**config.mk**
```make
export PLATFORM = sky130hd
export DESIGN_NAME = smd_button_debouncer
export DESIGN_NICKNAME = d
export VERILOG_FILES = /design/src/rtl/smd_button_debouncer.sv
export SDC_FILE = /design/constraint.sdc
export NUM_CORES = 1
export LEC_CHECK = 0
export ABC_AREA = 1
export BUFFER_PORTS_ARGS = -buffer_cell sky130_fd_sc_hd__buf_2
export CAP_MARGIN = 30
export CORE_MARGIN = 3
export CORE_UTILIZATION = 25
export CTS_CLUSTER_DIAMETER = 60
export CTS_CLUSTER_SIZE = 14
export DETAILED_ROUTE_END_ITERATION = 10
export PLACE_DENSITY = 0.44
export SLEW_MARGIN = 20
export SYNTH_ARGS = -nofsm -noshare
export SYNTH_HDL_FRONTEND = slang
export SYNTH_SLANG_ARGS = --single-unit
```
**constraint.sdc**
```tcl
create_clock -name clk -period 1.72 [get_ports clk]
set_input_delay 0.086 -clock clk [delete_from_list [all_inputs] [get_ports clk]]
set_output_delay 0.086 -clock clk [all_outputs]
set_load 0.01 [all_outputs]
```
**src/rtl/smd_button_debouncer.sv**
```systemverilog
// Twelve-channel debouncer for active-low pad switches. Each channel is
// synchronized, then must disagree with its debounced value on consecutive sample ticks before it updates.
module smd_button_debouncer #(
    parameter int unsigned SAMPLE_DIV     = 10000,
    parameter int unsigned DEBOUNCE_TICKS = 4
) (
    input  logic        clk,
    input  logic        rst_n,
    input  logic [11:0] btn_raw,
    output logic [11:0] btn,
    output logic        valid,
    output logic        changed
);

    localparam int unsigned NB = 12;
    localparam int unsigned PW = 16;
    localparam int unsigned CW = 4;

    localparam logic [PW-1:0] PRESC_MAX = PW'(SAMPLE_DIV - 1);
    localparam logic [CW-1:0] CNT_MAX   = CW'(DEBOUNCE_TICKS - 1);
    localparam logic [CW-1:0] TICK_SAT  = CW'(DEBOUNCE_TICKS);

    logic [NB-1:0] sync1_q;
    logic [NB-1:0] sync2_q;
    logic [PW-1:0] presc_q;
    logic [PW-1:0] presc_d;
    logic [CW-1:0] tcnt_q;
    logic [CW-1:0] tcnt_d;
    logic [CW-1:0] cnt_q [NB];
    logic [CW-1:0] cnt_d [NB];
    logic [NB-1:0] btn_d;
    logic          valid_d;
    logic          changed_d;
    logic          tick_c;

    // Synchronizers reset to "released" so no phantom press is seen after reset.
    always_ff @(posedge clk or negedge rst_n) begin
        if (!rst_n) begin
            sync1_q <= '1;
            sync2_q <= '1;
        end else begin
            sync1_q <= btn_raw;
            sync2_q <= sync1_q;
        end
    end

    assign tick_c = (presc_q == PRESC_MAX);

    // Next-state: prescaler, warm-up tick counter and per-bit debounce counters.
    always_comb begin
        presc_d   = presc_q + PW'(1);
        tcnt_d    = tcnt_q;
        btn_d     = btn;
        valid_d   = valid;
        changed_d = 1'b0;
        for (int unsigned i = 0; i < NB; i++) begin
            cnt_d[i] = cnt_q[i];
        end

        if (tick_c) begin
            presc_d = '0;
            if (tcnt_q != TICK_SAT) begin
                tcnt_d = tcnt_q + CW'(1);
            end
            for (int unsigned i = 0; i < NB; i++) begin
                if (sync2_q[i] == btn[i]) begin
                    cnt_d[i] = '0;
                end else if (cnt_q[i] >= CNT_MAX) begin
                    btn_d[i] = sync2_q[i];
                    cnt_d[i] = '0;
                end else begin
                    cnt_d[i] = cnt_q[i] + CW'(1);
                end
            end
        end

        valid_d   = valid | (tcnt_d == TICK_SAT);
        changed_d = (btn_d != btn);
    end

    always_ff @(posedge clk or negedge rst_n) begin
        if (!rst_n) begin
            presc_q <= '0;
            tcnt_q  <= '0;
            btn     <= '1;
            valid   <= 1'b0;
            changed <= 1'b0;
            for (int unsigned i = 0; i < NB; i++) begin
                cnt_q[i] <= '0;
            end
        end else begin
            presc_q <= presc_d;
            tcnt_q  <= tcnt_d;
            btn     <= btn_d;
            valid   <= valid_d;
            changed <= changed_d;
            for (int unsigned i = 0; i < NB; i++) begin
                cnt_q[i] <= cnt_d[i];
            end
        end
    end

endmodule

```
==> run metrics <==
status finished clean; All-Layer GR Usage approximately a tenth; Starting Density between 20% and 30%; # nets final about 600; I/O pins 28; fmax approximately 630 MHz; count leader, synth nand2_1; crit-path max FO 16; CTS tree done; Cells after DPL 771; Max Cap Violations 0; Yosys Warn Count 0; via count 3305; number of synthesized flops with an enable pin 0; DR vias/cell 4.090; Lkg Pwr slightly above 3 nW; CP required 1.95 ns; clock-pin slew on the worst setup and hold paths 0.07 ns; number of max-slew violations in the final report 0; Tcrit/Tclk final just over 90%; top post-synthesis cells by area dfrtp_1 37%, dfstp_2 20%, nand2_1 8.1%, nor2_1 6.6%, inv_1 6.3%; Final Setup Violations 0; Clk Latency, worst-skew pair 0.35 ns; gp weighted congestion 0.8275; htree depth 3; final instance count without filler cells 808; most frequent CP cell nor2_2; vias in the first global route 3283; Site Rows 49; HP Class primary input to async pin; largest net degree at the start of global routing 35; maximum clock path buffer count 2; layout cell share with drive strength beyond 1 20.55%; total CTS buffers 9; Arr. time, crit path 1.83 ns; CP Buf/Inv Count 1; initial antenna violation count 0; port bufs 27; Post-Syn Area 4679 sq um; Critical-path top delay cell dfrtp_1; chip height 142.8 um; Least-Margin Pin Slew 0.4040 ns; delay-heaviest family, CP simple AND/OR/NAND/NOR gates; Post-synth top cells 101 x nand2_1, 82 x nor2_1, 79 x inv_1; CP cell instances ha_1 > nand3_1 > nor2_2 > nand2_4 > buf_8 > nor2_2 > nand2_1 > nand2_1 > nor2_2 > nand3_1; RSZ-0062 raised after global routing true; worst ir drop on vdd roughly 0.5 mV; number of synthesized register bits approximately 110; Routed WL 9.377 mm; drt pass-1 iters 4; DR WL/cell around 12 um; DIE WIDTH 142.8 um; Post-synth ARST share 100.0%; Post-DP HPWL 6.332 mm; Yosys cell types 26; pwr dens a little over 800 nW/um^2; Iter 0 DRT Violations 122; clock root buffer clkbuf_16; TNS Setup 0 ns; top-area cell type share of the netlist area a little under two fifths; Tmin final 1.594 ns; clk sinks 106; register area share after synthesis 57.65%; DRC Markers 0; CP max stage delay 0.40 ns; CP Class flip-flop to flip-flop; synthesized area per cell about 9 sq um; P&R area growth vs syn 22.51%; syn nets between 500 and 600; Hold Violations, Final 0; Yosys top cell by area dfrtp_1; Critical Path Start Type flip-flop; Routed Antenna Nets 0; Crit. End Element flip-flop; Fin Hold WS 0.1964 ns; first-pass GRT wire length 15.75 mm; cells after synthesis about 510; relative slew slack 72.86%; total gr overflow 0; Worst Skew 0.008380 ns; antenna cells 0; Die Area 20400 sq um; Top FF cell, synth dfrtp_1; CORE AREA approximately 18000 sq um
==> metrics by stage <==
step	worst slack, ns	util (%)	total power [mW]	area (sq um)
floorplan	0.2449	-	2.629	4679
global placement	0.04881	28.47	2.717	5167
detailed placement	0.01395	28.47	2.720	5167
CTS	0.004654	30.75	4.817	5580
global route	-0.001091	31.59	4.922	5733
finish	0.1263	31.59	4.699	5733
==> layout make-up <==
class / count / area [sq um]
inverters: 82 / 315.3
fillers: 1915 / 12410
clock buffers: 14 / 244.0
multi-input cells: 314 / 1633
well taps: 229 / 286.5
clock inverters: 2 / 38.79
flip-flops and latches: 106 / 2698
repair buffers: 61 / 518.0
==> cell families (layout without fill, tap and decap cells) <==
kind of cell               after synthesis  after routing  synth area share [%]
xor gates and xnor gates                23             23                 4.305
and+or+nand+nor                        243            243                 21.98
DFF                                    106            106                 57.65
adders and majority gates               15             15                 4.011
AOI/OAI and AO/OA                       33             33                 3.637
buffers and inverters                   93            159                 8.423
==> cell usage in the layout (no fill, tap or decap), types with 2 or more instances in the layout <==
cell / instances
buf_12: 4
xor2_1: 21
inv_1: 79
dfstp_2: 36
buf_4: 15
nand2_1: 99
buf_2: 26
o21ai_1: 13
a21oi_1: 14
nand2_2: 10
nor2_1: 78
ha_1: 15
xnor2_1: 2
clkbuf_1: 5
nor2_2: 6
nor3_1: 4
clkbuf_16: 11
dfrtp_1: 70
nand4_1: 14
nor4_1: 2
dlygate4sd3_1: 13
nand3_1: 25
inv_2: 2
o21ai_0: 4
==> per-layer routing <==
| layer | vias to the layer above | part of all wire, % | GRT usage [%] |
|---|---|---|---|
| met4 | 0 | 1.6 | 3.852 |
| li1 | 1702 | - | - |
| met5 | - | 0 | 0 |
| met3 | 11 | 2.9 | 2.847 |
| met1 | 1559 | 46 | 11.71 |
| met2 | 33 | 49 | 16.52 |
==> worst paths after layout <==
check,cells past startpoint,end,slack [ns],startpoint
hold reg to reg,0,sync2_q[2],0.35,sync1_q[2]
setup / recovery,10,changed,0.13,presc_q[0]
max in group asynchronous,3,sync2_q[10],0.86,rst_n
min in group clk,0,sync2_q[2],0.35,sync1_q[2]
setup reg to reg,10,changed,0.13,presc_q[0]
hold / removal,2,cnt_q[47],0.20,rst_n
==> where the power goes <==
part | switching [mW] | internal, mW | total (mW)
registers | 0.0138 | 2.55 | 2.56
logic | 0.0792 | 0.0530 | 0.132
clock network | 0.872 | 1.14 | 2.01
total | 0.965 | 3.73 | 4.70
==> flip-flops by register name, indices dropped and copies added, names as in the netlist <==
signal   flops
cnt_q       48
presc_q     16
btn         12
sync1_q     12
sync2_q     12
tcnt_q       4
changed      1
valid        1
==> repair_timing <==
| item | 4_1_cts | 5_1_grt |
|---|---|---|
| gates resized for setup | 0 | 16 |
| hold buffers | 13 | 0 |
| setup buffers | 0 | 6 |
| hold endpoints to repair | 76 | 0 |
| setup endpoints to repair | 0 | 27 |
Power figures use the tool's default switching activity.
